[config.mk]
export PLATFORM = sky130hd
export DESIGN_NAME = seg_scan_drv
export DESIGN_NICKNAME = d
export VERILOG_FILES = /design/src/rtl/seg_pkg.sv /design/src/rtl/seg7_decode.sv /design/src/rtl/seg_scan_drv.sv
export SDC_FILE = /design/constraint.sdc
export NUM_CORES = 1
export LEC_CHECK = 0
export ABC_AREA = 1
export CAP_MARGIN = 15
export CORE_ASPECT_RATIO = 0.5
export CORE_MARGIN = 4
export CORE_UTILIZATION = 30
export DETAILED_ROUTE_END_ITERATION = 12
export PLACE_DENSITY = 0.46
export REMOVE_ABC_BUFFERS = 1
export SYNTH_ARGS = -nofsm -noshare
export SYNTH_HDL_FRONTEND = slang
export SYNTH_HIERARCHICAL = 1
export SYNTH_SLANG_ARGS = --single-unit
[constraint.sdc]
create_clock -name CLK -period 3 [get_ports CLK]
set_input_delay 0.6 -clock CLK [delete_from_list [all_inputs] [get_ports CLK]]
set_output_delay 0.6 -clock CLK [all_outputs]
set_load 0.05 [all_outputs]
[src/rtl/seg_pkg.sv]
// Shared constants for the seven-segment scan driver: segment bit positions
// and active-low hex glyphs in {g,f,e,d,c,b,a} order.
package seg_pkg;

  localparam int unsigned SEG_A  = 0;
  localparam int unsigned SEG_B  = 1;
  localparam int unsigned SEG_C  = 2;
  localparam int unsigned SEG_D  = 3;
  localparam int unsigned SEG_E  = 4;
  localparam int unsigned SEG_F  = 5;
  localparam int unsigned SEG_G  = 6;
  localparam int unsigned SEG_DP = 7;

  localparam logic [7:0] SEG_OFF = 8'hFF;

  localparam logic [6:0] HEX_SEG [16] = '{
    7'h40, 7'h79, 7'h24, 7'h30, 7'h19, 7'h12, 7'h02, 7'h78,
    7'h00, 7'h10, 7'h08, 7'h03, 7'h46, 7'h21, 7'h06, 7'h0E
  };

endpackage

[src/rtl/seg7_decode.sv]
// Combinational hex digit to active-low seven-segment pattern (no dp).
module seg7_decode
  import seg_pkg::*;
(
  input  logic [3:0] hex_i,
  output logic [6:0] seg_o
);

  assign seg_o = HEX_SEG[hex_i];

endmodule

[src/rtl/seg_scan_drv.sv]
// Multiplexed N-digit seven-segment driver with dead time, frame-synchronous
// loading and leading-zero blanking; per-digit blinking built when SEG_BLINK_EN is defined.
module seg_scan_drv
  import seg_pkg::*;
#(
  parameter int unsigned NUM_DIGITS   = 4,
  parameter int unsigned SCAN_PERIOD  = 100_000,
  parameter int unsigned DEAD_CYCLES  = 0,
  parameter int unsigned BLINK_FRAMES = 64
) (
  input  logic                    CLK,
  input  logic                    RST_N,
  input  logic [4*NUM_DIGITS-1:0] VAL,
  input  logic [NUM_DIGITS-1:0]   DP,
  input  logic                    LOAD,
  input  logic                    BLANK_LZ,
  input  logic [NUM_DIGITS-1:0]   BLINK,
  output logic [7:0]              SEG,
  output logic [NUM_DIGITS-1:0]   ANODE,
  output logic                    FRAME
);

  localparam int unsigned PW = $clog2(SCAN_PERIOD);
  localparam int unsigned IW = (NUM_DIGITS > 1) ? $clog2(NUM_DIGITS) : 1;

  logic                    run_q;
  logic [PW-1:0]           pcnt_q, pcnt_d;
  logic [IW-1:0]           idx_q, idx_d;
  logic [4*NUM_DIGITS-1:0] hold_val_q, hold_val_d, disp_val_q, disp_val_d;
  logic [NUM_DIGITS-1:0]   hold_dp_q, hold_dp_d, disp_dp_q, disp_dp_d;
  logic                    pend_q, pend_d;
  logic [7:0]              seg_q, seg_d;
  logic [NUM_DIGITS-1:0]   anode_q, anode_d;
  logic                    frame_q;
  logic                    tc, wrap, dead_d, lz_run;
  logic [NUM_DIGITS-1:0]   lz_mask, blink_mask;
  logic [6:0]              dec_seg;

  assign tc   = (pcnt_q == PW'(SCAN_PERIOD - 1));
  assign wrap = run_q && tc && (idx_q == IW'(NUM_DIGITS - 1));

  // Outputs are decoded from next-state values so SEG/ANODE land on the same edge as PCNT/IDX.
  always_comb begin
    pcnt_d     = '0;
    idx_d      = '0;
    if (run_q) begin
      pcnt_d = tc ? '0 : pcnt_q + PW'(1);
      idx_d  = idx_q;
      if (tc) idx_d = (idx_q == IW'(NUM_DIGITS - 1)) ? '0 : idx_q + IW'(1);
    end
    hold_val_d = LOAD ? VAL : hold_val_q;
    hold_dp_d  = LOAD ? DP  : hold_dp_q;
    pend_d     = wrap ? 1'b0 : (LOAD ? 1'b1 : pend_q);
    disp_val_d = disp_val_q;
    disp_dp_d  = disp_dp_q;
    if (wrap && LOAD) begin
      disp_val_d = VAL;
      disp_dp_d  = DP;
    end else if (wrap && pend_q) begin
      disp_val_d = hold_val_q;
      disp_dp_d  = hold_dp_q;
    end
  end

  generate
    if (DEAD_CYCLES == 0) begin : g_nodead
      assign dead_d = 1'b0;
    end else begin : g_dead
      assign dead_d = (32'(pcnt_d) < DEAD_CYCLES);
    end
  endgenerate

  always_comb begin
    lz_mask = '0;
    lz_run  = BLANK_LZ;
    for (int unsigned k = 0; k < NUM_DIGITS - 1; k++) begin
      if (lz_run && disp_val_d[4*(NUM_DIGITS-1-k) +: 4] == 4'h0 && !disp_dp_d[NUM_DIGITS-1-k])
        lz_mask[NUM_DIGITS-1-k] = 1'b1;
      else
        lz_run = 1'b0;
    end
  end

`ifdef SEG_BLINK_EN
  localparam int unsigned BW = (BLINK_FRAMES > 1) ? $clog2(BLINK_FRAMES) : 1;
  logic [BW-1:0] bcnt_q, bcnt_d;
  logic          phase_q, phase_d;

  always_comb begin
    bcnt_d  = bcnt_q;
    phase_d = phase_q;
    if (wrap) begin
      if (bcnt_q == BW'(BLINK_FRAMES - 1)) begin
        bcnt_d  = '0;
        phase_d = ~phase_q;
      end else begin
        bcnt_d = bcnt_q + BW'(1);
      end
    end
  end

  assign blink_mask = phase_d ? '0 : BLINK;

  always_ff @(posedge CLK) begin
    if (!RST_N) begin
      bcnt_q  <= '0;
      phase_q <= 1'b1;
    end else begin
      bcnt_q  <= bcnt_d;
      phase_q <= phase_d;
    end
  end
`else
  localparam int unsigned UNUSED_BLINK_FRAMES = BLINK_FRAMES;
  logic unused_blink;
  assign unused_blink = ^BLINK;
  assign blink_mask   = '0;
`endif

  seg7_decode u_dec (
    .hex_i (disp_val_d[4*int'(idx_d) +: 4]),
    .seg_o (dec_seg)
  );

  always_comb begin
    seg_d = SEG_OFF;
    if (!dead_d && !lz_mask[idx_d] && !blink_mask[idx_d]) begin
      seg_d[6:0]    = dec_seg;
      seg_d[SEG_DP] = ~disp_dp_d[idx_d];
    end
    for (int unsigned i = 0; i < NUM_DIGITS; i++)
      anode_d[i] = dead_d || (32'(idx_d) != i);
  end

  always_ff @(posedge CLK) begin
    if (!RST_N) begin
      run_q      <= 1'b0;
      pcnt_q     <= '0;
      idx_q      <= '0;
      hold_val_q <= '0;
      hold_dp_q  <= '0;
      pend_q     <= 1'b0;
      disp_val_q <= '0;
      disp_dp_q  <= '0;
      seg_q      <= SEG_OFF;
      anode_q    <= '1;
      frame_q    <= 1'b0;
    end else begin
      run_q      <= 1'b1;
      pcnt_q     <= pcnt_d;
      idx_q      <= idx_d;
      hold_val_q <= hold_val_d;
      hold_dp_q  <= hold_dp_d;
      pend_q     <= pend_d;
      disp_val_q <= disp_val_d;
      disp_dp_q  <= disp_dp_d;
      seg_q      <= seg_d;
      anode_q    <= anode_d;
      frame_q    <= wrap;
    end
  end

  assign SEG   = seg_q;
  assign ANODE = anode_q;
  assign FRAME = frame_q;

endmodule

## Yosys cells after proc, flatten, opt, wreduce, memory -nomap -nowiden

Memory sizes are Yosys's and may differ from the RTL's. A register that Yosys moved wholly into a read port is not among the register bits.
Cells that the tools add are included.

- ROM bits: 112
- Word-level logic and storage cells: 71
- Memories: 1
- Output and inout port bits: 13
- Input bits: 28
- Bits in registers: 74

Memory list:

| memory | depth | bits a word | rd ports | clocked after memory_dff | wr ports | line | RTL |
|---|---|---|---|---|---|---|---|
| (name not given) | 16 | 7 | 1 | 1 | 0 | seg7_decode.sv:9 | `assign seg_o = HEX_SEG[hex_i];` |

- $add $sub $neg: 2
- Muxes and demuxes: 21
- Bitwise gates (word level): 4
- Eq/ne operators: 5
- Shifts and indexed selects: 1
- Reduce and logical (&&, ||, !) cells: 24
- $lt $le $gt $ge: 2

Operators with widths:

| operator | number |
|---|---|
| $mux 16 | 2 |
| $add 17x1->17 const B | 1 |
| $eq 17x17->1 const B | 1 |
| $shiftx 16x5->4 | 1 |
| $mux 7 | 2 |
| $logic_not 4->1 | 3 |
| $logic_and 1x1->1 | 11 |
| $mux 1 | 9 |
| $mux 4 | 2 |
| $bmux 1 s2 | 3 |
| $logic_not 1->1 | 6 |
| $mux 2 | 3 |
| $ge 5x5->1 const B | 1 |
| $not 4->5 | 1 |
| $ne 2x2->1 const B | 2 |
| $lt 2x3->1 const B | 1 |
| $not 1->1 | 3 |
| $reduce_or 3->1 | 1 |
| $add 2x1->2 const B | 1 |
| $eq 2x2->1 const B | 1 |
| $ne 2x1->1 const B | 1 |
| $reduce_and 2->1 | 1 |
| $reduce_bool 2->1 | 1 |
| $reduce_or 2->1 | 1 |

## Depth between registers and ports, before layout

Gate-level depths: netlist (run 1).

- Word-level depth: 22
- Depth in mapped cells: 25
- Depth with buffers taken out: 24

## Hierarchy

Netlist (run 1), hierarchy kept.

By module, submodules not included:

| module | area each (um^2) | seq. area each (um^2) | cells an instance | instances |
|---|---|---|---|---|
| seg_scan_drv | 3,368.2 | 1,481.4 | 462 | 1 |
| seg7_decode | 275.3 | 0.0 | 51 | 1 |

## Worst setup path after synthesis (run 1)

No wires, ideal clock.

- Path type: reg2reg
- Start point: register pcnt_q[0]
- End point: register seg_q[3], in the netlist SEG[3]
- Cell stages (with the launch flop): 24
- Path slack: 0.198 ns
- Arrival: 2.677 ns
- Data required time: 2.875 ns
- Buffers on the path: 0
- Clock period less this slack: 2.802 ns
- Path through: dfxtp_1 > ha_1 > nand2_1 > inv_1 > nand2_1 > inv_2 > nand2_1 > nor2_2 > or2_1 > o211ai_2 > nor2_1 > nand3_1 > o21ai_0 > inv_1 > o221ai_1 > inv_1 > ha_1 > inv_1 > nand2_1 > nand2_1 > nand2_1 > nand2_1 > inv_1 > nand3_1

- Cells in the longest elaborated chain, start to end: 22

Ends and longest elaborated chain:

| item | line | RTL |
|---|---|---|
| start: declaration | seg_scan_drv.sv:27 | `logic [PW-1:0] pcnt_q, pcnt_d;` |
| start signal: assignment | seg_scan_drv.sv:150 | `pcnt_q <= pcnt_d;` |
| $eq 17x17->1 * | seg_scan_drv.sv:39 | `assign tc = (pcnt_q == PW'(SCAN_PERIOD - 1));` |
| $logic_and 1x1->1 (2 in a row) | seg_scan_drv.sv:40 | `assign wrap = run_q && tc && (idx_q == IW'(NUM_DIGITS - 1));` |
| $logic_and 1x1->1 | seg_scan_drv.sv:59 | `end else if (wrap && pend_q) begin` |
| $mux 16 | seg_scan_drv.sv:59 |  |
| $mux 16 | seg_scan_drv.sv:56 | `if (wrap && LOAD) begin` |
| $logic_not 4->1 | seg_scan_drv.sv:77 | `if (lz_run && disp_val_d[4*(NUM_DIGITS-1-k) +: 4] == 4'h0 && !disp_dp_d[NUM_DIGITS-1-k])` |
| $logic_and 1x1->1 (2 in a row) | seg_scan_drv.sv:77 |  |
| $mux 1 | seg_scan_drv.sv:77 |  |
| [3 not listed] | -- |  |
| $logic_and 1x1->1 (2 in a row) | seg_scan_drv.sv:77 |  |
| $mux 1 | seg_scan_drv.sv:77 |  |
| $bmux 1 s2 | seg_scan_drv.sv:127 | `if (!dead_d && !lz_mask[idx_d] && !blink_mask[idx_d]) begin` |
| $mux 1 (not written as such) | seg_scan_drv.sv:127 |  |
| $logic_not 1->1 | seg_scan_drv.sv:127 |  |
| $logic_and 1x1->1 | seg_scan_drv.sv:127 |  |
| $reduce_and 2->1 (no source line) | -- |  |
| $logic_not 1->1 (no source line) | -- |  |
| end: declaration | seg_scan_drv.sv:32 | `logic [7:0] seg_q, seg_d;` |

Every way passes the cells marked *; elsewhere a longest branch is shown, timed or not. The select of a mux whose other input is x is not followed.
A chain may end at the register's enable or synchronous reset.

## Worst setup path in the final report (run 1)

- Start point: register pcnt_q[9]
- End point: register seg_q[5], in the netlist SEG[5]

Same word-level chain as after synthesis.

==> impl_metrics.toml, run 1 <==
[status]
outcome = "complete, no violations"

[critical_path]
worst_path_dominant_cell_family = "simple AND/OR/NAND/NOR gates"
worst_path_most_repeated_cell = "nand2_1"
reg2reg_from = "pcnt_q[9]"
cp_cell_sequence = "nand2_1, clkinv_2, nand2_4, nor2_4, nand3_4, nor2_8, nand2_4, buf_12, buf_4, o21ai_0, nor2_1, a21oi_2, o221ai_2, buf_4, ha_1, nand2_1, o21ai_1, nand2_1, nand2_1, inv_1, nand3_1"
rr_worst_depth = 21
cp.required_ns = 3.21
worstReg2RegEnd = "SEG[5]"
cp_slowest_cell = "dfxtp_1"
cp-end-kind = "flop"
critPathMaxFanout = 8
reg2reg_slack_ns = 0.27
crit_cells = 21
critPathArrivalTime_ns = 2.94
worstSetupPathType = "flop to flop"
crit_buf_inv = 5
slowest_delay_ns = 0.38
start_kind = "flop"

[placement]
post-place-ws_ns = -0.01357
place_area_um2 = 4393
gp_congestion = 0.8204
io_buffers = 36
place_hpwl_um = 6985
post-place-cells = 729

[sta]
drv_slew = 0
relSlewSlack = 0.5953
fmax_mhz = 366.5
setup_violations = 0
fin_crit_sh = 0.9094
clock_skew_ns = 0.008128
tightest_slew_ns = 0.6052
period_minus_slack_ns = 2.728
fin_ws_ns = 0.2718
finalHoldViolCount = 0

[logic_synthesis]
synth.area.mux_share = 0
yosys_register_bits = 74
yosysSeqAreaShare = 0.4066
synth_cell_types = 37
synth_xor_area_frac = 0.009615
synth_area_um2 = 3643
synthCells = 513
synth-compound-area-share = 0.1065
yosysWarnings = 6
synth-simple-area-share = 0.3492
synth_area_per_cell_um2 = 7.102
synthAdderAreaFrac = 0.03091
synth_top_family_by_area = "simple AND/OR/NAND/NOR gates"

[global_routing]
grt_pass1_vias = 3210
grt-ovfl-total = 0
grt_pass1_wl_um = 15470
antenna_found_initial = 0
grt_max_degree = 22
track_usage = 0.1375

[die]
initial_core_util = 0.3077
die_x_um = 163.9
die_h_um = 85.93
core_area_um2 = 11840
design.die.area_um2 = 14080
num_rows = 28
ios = 41

[power]
peakVddDrop_mv = 0.2113
p_leak_nw = 2.084
pwr_density_cell_nw_per_um2 = 459.1

[route]
wire_per_inst_um = 12.19
drtIter0Drc = 182
drc = 0
wl_um = 9132
vias = 3327
ant_nets = 0
drtPass1Iterations = 4
routed_via_density = 4.442

[cts]
cts_hold_buf = 0
cts_tree = "yes"
clock_path_buffers = 2
clock_latency_ns = 0.33
cts_made_buffers = 9
clkTransAtPathRegs_ns = 0.06
cts_sinks = 74
cts_max_level = 3
root_buffer = "clkbuf_16"

[cells_and_area]
layout_commonest_cell = "nand2_1"
nNetsFinal = 616
syn2layout_area_growth_pct = 30.87
n_antenna_cell = 0
fill_cells = 1292
drive_gt1_frac = 0.1610
layout_common_cells = "nand2_1 (95), dfxtp_1 (72), nor2_1 (69)"
final-instance-count-excl-fill = 749
finalInstanceArea_um2 = 4768

[worst_hold_path]
hp-start = "hold_val_q[15]"
hold_end = "hold_val_q[15]"
holdPathStages = 2
hold_class = "flop to flop"

[flow_run]
maxCapViolCount = 0
## how the worst max path moves through the flow
stage / startpoint / end / slack [ns]
finish: pcnt_q[9] / SEG[5] / 0.27
global route: pcnt_q[0] / SEG[6] / -0.001
CTS: pcnt_q[0] / SEG[3] / 0.09
detailed placement: LOAD / SEG[3] / -0.01
global placement: LOAD / SEG[3] / -0.05
floorplan: pcnt_q[0] / SEG[3] / 0.19
## per-layer routing
layer	wire length, µm	global-route usage	part of all wire	up-vias
met5	0	0	0	-
met4	48	0.03196	0.0053	0
met3	342	0.04129	0.037	4
met2	3949	0.2127	0.43	37
met1	4791	0.1895	0.52	1509
li1	-	-	-	1777
## cells by family (layout without fill, tap and decap cells)
logic type | count (synthesis) | after routing
buffers and inverters | 87 | 158
DFF | 74 | 74
adders and majority gates | 9 | 9
xor gates and xnor gates | 4 | 4
AOI/OAI and AO/OA | 69 | 69
and+or+nand+nor | 270 | 270
## synthesized netlist by cell type, drive strengths merged
library cell  number  area, µm²
a211oi             1      7.510
a21oi             24      120.1
and3               1      6.260
buf                7      52.54
clkbuf            12      45.04
clkinv             1      5.000
dfxtp             74       1481
ha                 9      112.6
inv               67      251.5
nand2            101      399.1
nand3             67      385.4
nand4              6      37.54
nor2              79      345.3
nor3               6      30.03
nor3b              5      37.54
o211ai             2      25.02
o21a               1      7.510
o21ai             35      178.9
o21bai             2      18.77
o221ai             2      17.52
o22ai              2      12.51
or2                5      31.28
xnor2              1      8.760
xor2               3      26.28
## stage by stage
stage / hold slack (ns) / setup TNS [ns] / power [mW] / util
after detailed placement: 0.4493 / -0.03391 / 1.181 / 0.3710
after global routing: 0.4954 / -0.001297 / 2.290 / 0.4027
after floorplan: 0.4175 / 0 / 1.099 / -
after global placement: 0.4474 / -0.08544 / 1.180 / 0.3710
final: 0.4574 / 0 / 2.189 / 0.4027
after CTS: 0.4587 / 0 / 2.227 / 0.3947
## sequential cells by signal, summed over array words and instances (netlist names), 2 cells and up
signal,count
hold_dp_q,4
ANODE,4
pcnt_q,17
hold_val_q,16
disp_val_q,16
SEG,8
idx_q,2
disp_dp_q,4
## report_power, final
| group | switching, mW | internal [mW] |
|---|---|---|
| combinational | 0.0799 | 0.0590 |
| sequential | 0.0109 | 1.01 |
| clock | 0.387 | 0.642 |
| total | 0.478 | 1.71 |
## worst min-delay path, delay by kind of cell (launching register included)
family | cells | cell delay, ns
AOI/OAI and AO/OA | 1 | 0.06
buffers and inverters | 1 | 0.06
DFF | 1 | 0.29
## repair_timing
item                                    in CTS  in global routing
endpoints found under the setup margin       0                  7
resized for setup                            0                 23
setup buffers                                0                  4
## area by class of cell
cell class              instances  area (µm²)  area share
well taps                     165       206.4     0.04330
clock buffers                  13       240.2     0.05038
flip-flops and latches         74        1484      0.3112
multi-input cells             352        1857      0.3894
inverters                      68       266.5     0.05589
repair buffers                 74       674.4      0.1414
clock inverters                 3       40.04    0.008397
(Power assumes the default switching activity.)
==> inputs of run 2 (changes only) <==
- CORE_MARGIN: 4 -> unset
- SETUP_SLACK_MARGIN: unset -> 0.05
==> impl_metrics.toml, run 2 (synthesis gave the netlist of run 1 again) <==
[global_routing]
grt_pass1_wl_um = 15790
antenna_found_initial = 0
track_usage = 0.1651
grt_max_degree = 32
grt-ovfl-total = 0
grt_pass1_vias = 3211

[sta]
rsz0062_at_grt = "false"
whs_ns = 0.4211
fin_crit_sh = 0.9098
period_minus_slack_ns = 2.729
tightest_slew_ns = 0.5029
fin_ws_ns = 0.2706
fmax_mhz = 366.4
finalHoldViolCount = 0
drv_slew = 0
clock_skew_ns = 0.006070
setup_violations = 0
relSlewSlack = 0.6637

[critical_path]
critPathArrivalTime_ns = 2.94
crit_start = "pcnt_q[0]"
reg2reg_from = "pcnt_q[0]"
critPathMaxFanout = 7
cp_slowest_cell = "dfxtp_2"
worstReg2RegEnd = "SEG[5]"
reg2reg_slack_ns = 0.27
rr_worst_depth = 23
worst_path_most_repeated_cell = "nand2_1"
cp.required_ns = 3.21
cp_cell_sequence = "ha_1, nand2_1, inv_1, nand2_2, clkinv_4, nand2_1, nor2_2, buf_6, nand3_4, nand2_1, nand3_1, nand3_1, o21ai_0, inv_1, o221ai_2, buf_4, ha_1, nand2_1, o21ai_1, nand2_1, nand2_1, inv_1, nand3_1"
crit_buf_inv = 6
worstSetupPathType = "flop to flop"
slowest_delay_ns = 0.34
start_kind = "flop"
worst_path_dominant_cell_family = "simple AND/OR/NAND/NOR gates"
cp-end-kind = "flop"
endpoint = "SEG[5]"
crit_cells = 23

[cells_and_area]
reg_top3 = "pcnt_q: 17 flops, disp_val_q: 16 flops, hold_val_q: 16 flops"
n_antenna_cell = 0
layout_commonest_cell = "nand2_1"
final-instance-count-excl-fill = 752
regMostFlops = "pcnt_q"
layout_common_cells = "nand2_1 (93), dfxtp_1 (73), nor2_1 (69)"
nNetsFinal = 619
finalInstanceArea_um2 = 4801
postLayoutCoreUtil = 0.4066
largest_reg_flops = 17
syn2layout_area_growth_pct = 31.77
fill_cells = 1254
drive_gt1_frac = 0.1670

[die]
core_area_um2 = 11810
die_h_um = 79.93
num_rows = 28
design.die.area_um2 = 12620
ios = 41
die_x_um = 157.9
initial_core_util = 0.3086

[power]
peakVddDrop_mv = 0.2183
power_switching_uw = 505.4
p_leak_nw = 2.110
switching_share = 0.2251
clkPwrFrac = 0.484
p_int_mw = 1.740
pwr_density_cell_nw_per_um2 = 467.6
pwr-share-comb = 0.062
power_frac_seq = 0.454

[cts]
cts_made_buffers = 9
cts_max_level = 3
clock_path_buffers = 2
clock_latency_ns = 0.34
cts_sinks = 74
clkTransAtPathRegs_ns = 0.05
cts_tree = "yes"
root_buffer = "clkbuf_16"

[route]
drc = 0
drtPass1Iterations = 5
ant_nets = 0
vias = 3316
routed_via_density = 4.410
drtIter0Drc = 139
wl_um = 9210
wire_per_inst_um = 12.25

[placement]
gp_congestion = 0.7952
post-place-ws_ns = -0.0006004
place_area_um2 = 4403
place_hpwl_um = 6816
post-place-cells = 732
io_buffers = 36

[status]
outcome = "complete, no violations"

[flow_run]
maxCapViolCount = 0

[worst_hold_path]
hold_class = "flop to flop"
==> run 2: per-layer routing <==
| metal | track usage | routed length, µm | part of all wire | vias up |
|---|---|---|---|---|
| met3 | 0.04506 | 318 | 0.035 | 14 |
| met2 | 0.2586 | 3891 | 0.42 | 39 |
| li1 | - | - | - | 1785 |
| met4 | 0.05922 | 150 | 0.016 | 0 |
| met5 | 0 | 0 | 0 | - |
| met1 | 0.2167 | 4851 | 0.53 | 1478 |
==> run 2: layout make-up <==
type / count / area (µm²) / area share
Clock inverter: 1 / 5.005 / 0.001042
Multi-Input combinational cell: 352 / 1859 / 0.3873
Timing Repair Buffer: 77 / 688.2 / 0.1433
Inverter: 68 / 261.5 / 0.05447
Tap cell: 165 / 206.4 / 0.04300
Clock buffer: 15 / 297.8 / 0.06203
Sequential cell: 74 / 1483 / 0.3088
==> run 2: worst reg2reg max path: cells and delay by family (launching register included) <==
kind / cells / cell delay, ns
buffers and inverters: 6 / 0.63
and+or+nand+nor: 12 / 1.01
AOI/OAI and AO/OA: 3 / 0.29
DFF: 1 / 0.34
adders and majority gates: 2 / 0.35
==> run 2: how the worst min path moves through the flow <==
stage / slack, ns / to / cells past startpoint / startpoint
4_1_cts: 0.46 / hold_dp_q[1] / 2 / hold_dp_q[1]
5_1_grt: 0.44 / pcnt_q[0] / 1 / pcnt_q[0]
6_report: 0.42 / pcnt_q[0] / 1 / pcnt_q[0]
3_3_place_gp: 0.44 / pcnt_q[0] / 1 / pcnt_q[0]
3_5_place_dp: 0.45 / pcnt_q[0] / 1 / pcnt_q[0]
2_1_floorplan: 0.42 / pcnt_q[0] / 1 / pcnt_q[0]
==> run 2: power groups by stage <==
stage                     logic, mW  clock network [mW]  registers (mW)
after floorplan              0.0387                   0            1.06
after global placement        0.138                   0            1.04
after detailed placement      0.138                   0            1.04
after CTS                     0.139                1.11            1.02
after global routing          0.153                1.16            1.02
final                         0.138                1.09            1.02
==> run 2: through the flow <==
| stage | setup TNS (ns) | power (mW) |
|---|---|---|
| 2_1_floorplan | 0 | 1.099 |
| 3_3_place_gp | -0.02476 | 1.179 |
| 3_5_place_dp | -0.0006004 | 1.179 |
| 4_1_cts | 0 | 2.272 |
| 5_1_grt | 0 | 2.331 |
| 6_report | 0 | 2.245 |
==> run 2: timing repair <==
item,CTS,global route
hold buffers,0,0
setup buffers,0,4
pin swaps,0,3
setup endpoints to repair,3,7
resized for setup,2,18
==> inputs of run 3 (changes only) <==
- GPL_ROUTABILITY_DRIVEN: unset -> 1
- SYNTH_HIERARCHICAL: 1 -> unset
==> impl_metrics.toml, run 3 <==
[placement]
place_hpwl_um = 7043
io_buffers = 36
post-place-cells = 737
post-place-ws_ns = 0.1532
place_area_um2 = 4359
gp_congestion = 0.7649

[cts]
cts_max_level = 3
clkTransAtPathRegs_ns = 0.05
cts_sinks = 74
cts_made_buffers = 9
clock_latency_ns = 0.33
root_buffer = "clkbuf_16"
clock_path_buffers = 2
cts_tree = "yes"
cts_hold_buf = 0

[logic_synthesis]
netlist.area_leader.share = 0.3941
synth.top_cells.by_area = "dfxtp_1 (39%), nand2_1 (13%), nand3_1 (8.9%), nor2_1 (7.2%), inv_1 (4.4%)"
synth_area_um2 = 3759
yosysWarnings = 0
yosys_register_bits = 74
synthArstFlopShare = 0
synth_most_common_cell = "nand2_1"
synth_ff_type = "dfxtp_1"
yosysSeqAreaShare = 0.3941
synth_commonest_cells = "nand2_1 (129), dfxtp_1 (74), nor2_1 (72)"
yosysTopAreaCell = "dfxtp_1"
synth-edff-count = 0
synthCells = 538
synth_cell_types = 38
synth_area_per_cell_um2 = 6.986

[worst_hold_path]
hold_end = "pcnt_q[0]"
hp-start = "pcnt_q[0]"
hold_class = "flop to flop"
holdPathStages = 1

[route]
drc = 0
wl_um = 9764
drtPass1Iterations = 4
routed_via_density = 4.454
vias = 3367
wire_per_inst_um = 12.92
drtIter0Drc = 110
ant_nets = 0

[critical_path]
critPathArrivalTime_ns = 2.90
rr_worst_depth = 18
worstReg2RegEnd = "SEG[3]"
cp-end-kind = "flop"
critPathMaxFanout = 8
reg2reg_slack_ns = 0.31
reg2reg_from = "pcnt_q[0]"
cp.required_ns = 3.22
worstSetupPathType = "flop to flop"
start_kind = "flop"

[global_routing]
track_usage = 0.1622
grt_pass1_vias = 3201
grt-ovfl-total = 0
grt_pass1_wl_um = 16280
antenna_found_initial = 0
grt_max_degree = 25

[cells_and_area]
fill_cells = 1286
final-instance-count-excl-fill = 756
reg_top3 = "pcnt_q: 17 flops, disp_val_q: 16 flops, hold_val_q: 16 flops"
layout_commonest_cell = "nand2_1"
drive_gt1_frac = 0.1269
syn2layout_area_growth_pct = 24.87
nNetsFinal = 622
n_antenna_cell = 0
multi_input_area_um2 = 2027
regMostFlops = "pcnt_q"
layout_common_cells = "nand2_1 (128), dfxtp_1 (74), nor2_1 (70)"
seq_area_um2 = 1481
largest_reg_flops = 17
finalInstanceArea_um2 = 4693

[status]
outcome = "complete, no violations"

[sta]
fin_crit_sh = 0.8960
fin_ws_ns = 0.3120
fin_setup_tns_ns = 0
rsz0062_at_grt = "false"
relSlewSlack = 0.4788
finalHoldViolCount = 0
whs_ns = 0.4464
fmax_mhz = 372.0
clock_skew_ns = 0.004623
drv_slew = 0
tightest_slew_ns = 0.7810
period_minus_slack_ns = 2.688
setup_violations = 0

[die]
design.die.area_um2 = 13010
die_h_um = 81.15
ios = 41
initial_core_util = 0.3128
num_rows = 28
core_area_um2 = 12020
die_x_um = 160.3

[flow_run]
maxCapViolCount = 0

[power]
peakVddDrop_mv = 0.2189
pwr_density_cell_nw_per_um2 = 465.4
p_leak_nw = 2.073
run 3: cell types whose count changed after synthesis, sizes merged, moves of 4 or more:
cell | before | now
inv | 67 | 49
o21ai | 35 | 24
nand3 | 67 | 72
nor3 | 6 | 1
clkinv | 1 | 5
nand2 | 101 | 140
or2 | 5 | 15
nor2 | 79 | 85
run 3: worst max-delay path: stages, from the launching register on:
cell	delay (ns)
dfxtp_1	0.35
ha_1	0.19
nand2_2	0.09
nor2_4	0.20
nand3_2	0.11
nor2_4	0.11
buf_4	0.17
nand2_1	0.11
nand3_4	0.12
nor2_2	0.11
nand3_1	0.10
nand2_1	0.08
nor2_4	0.20
inv_1	0.12
ha_1	0.25
nand2_4	0.09
nand3_1	0.06
nand2_1	0.07
nand2_1	0.05
run 3: routing by layer:
metal  global-route usage  vias up  part of all wire
met3              0.04290       10             0.027
met5                    0        -                 0
met1               0.2285     1499              0.57
li1                     -     1820                 -
met4              0.04000        0            0.0099
met2               0.2448       38              0.40
run 3: logic make-up after synthesis:
family	share of synthesized area
xor+xnor	0.01398
flops	0.3941
simple gates	0.4148
compound gates	0.07657
fa+ha+maj	0.02663
buf+inv	0.07390
run 3: power breakdown:
group	internal [mW]	total, mW	switching, mW
clock	0.626	1.03	0.402
combinational	0.0540	0.132	0.0785
sequential	1.01	1.02	0.0141
total	1.69	2.18	0.495
run 3: metrics by stage:
stage	util	total power [mW]
CTS	0.3864	2.218
finish	0.3906	2.184
global route	0.3906	2.265
detailed placement	0.3628	1.179
global placement	0.3628	1.178
floorplan	-	1.100
run 3: worst max-delay path by stage:
stage	slack (ns)	endpoint	startpoint
detailed placement	0.15	SEG[3]	pcnt_q[0]
CTS	0.15	SEG[3]	pcnt_q[0]
global route	0.05	SEG[6]	pcnt_q[0]
global placement	0.18	SEG[6]	pcnt_q[0]
floorplan	0.48	SEG[3]	pcnt_q[0]
finish	0.31	SEG[3]	pcnt_q[0]
run 3: area by class of cell:
type                    instances  share of cell area
multi-input cells             394              0.4319
flip-flops and latches         74              0.3156
repair buffers                 53              0.1040
clock buffers                  14             0.05838
inverters                      54             0.04399
well taps                     165             0.04399
clock inverters                 2            0.002133
run 3: timing repair:
item | in CTS | in global routing
setup endpoints to repair | 0 | 7
buffers inserted | 0 | 3
resized for setup | 0 | 7
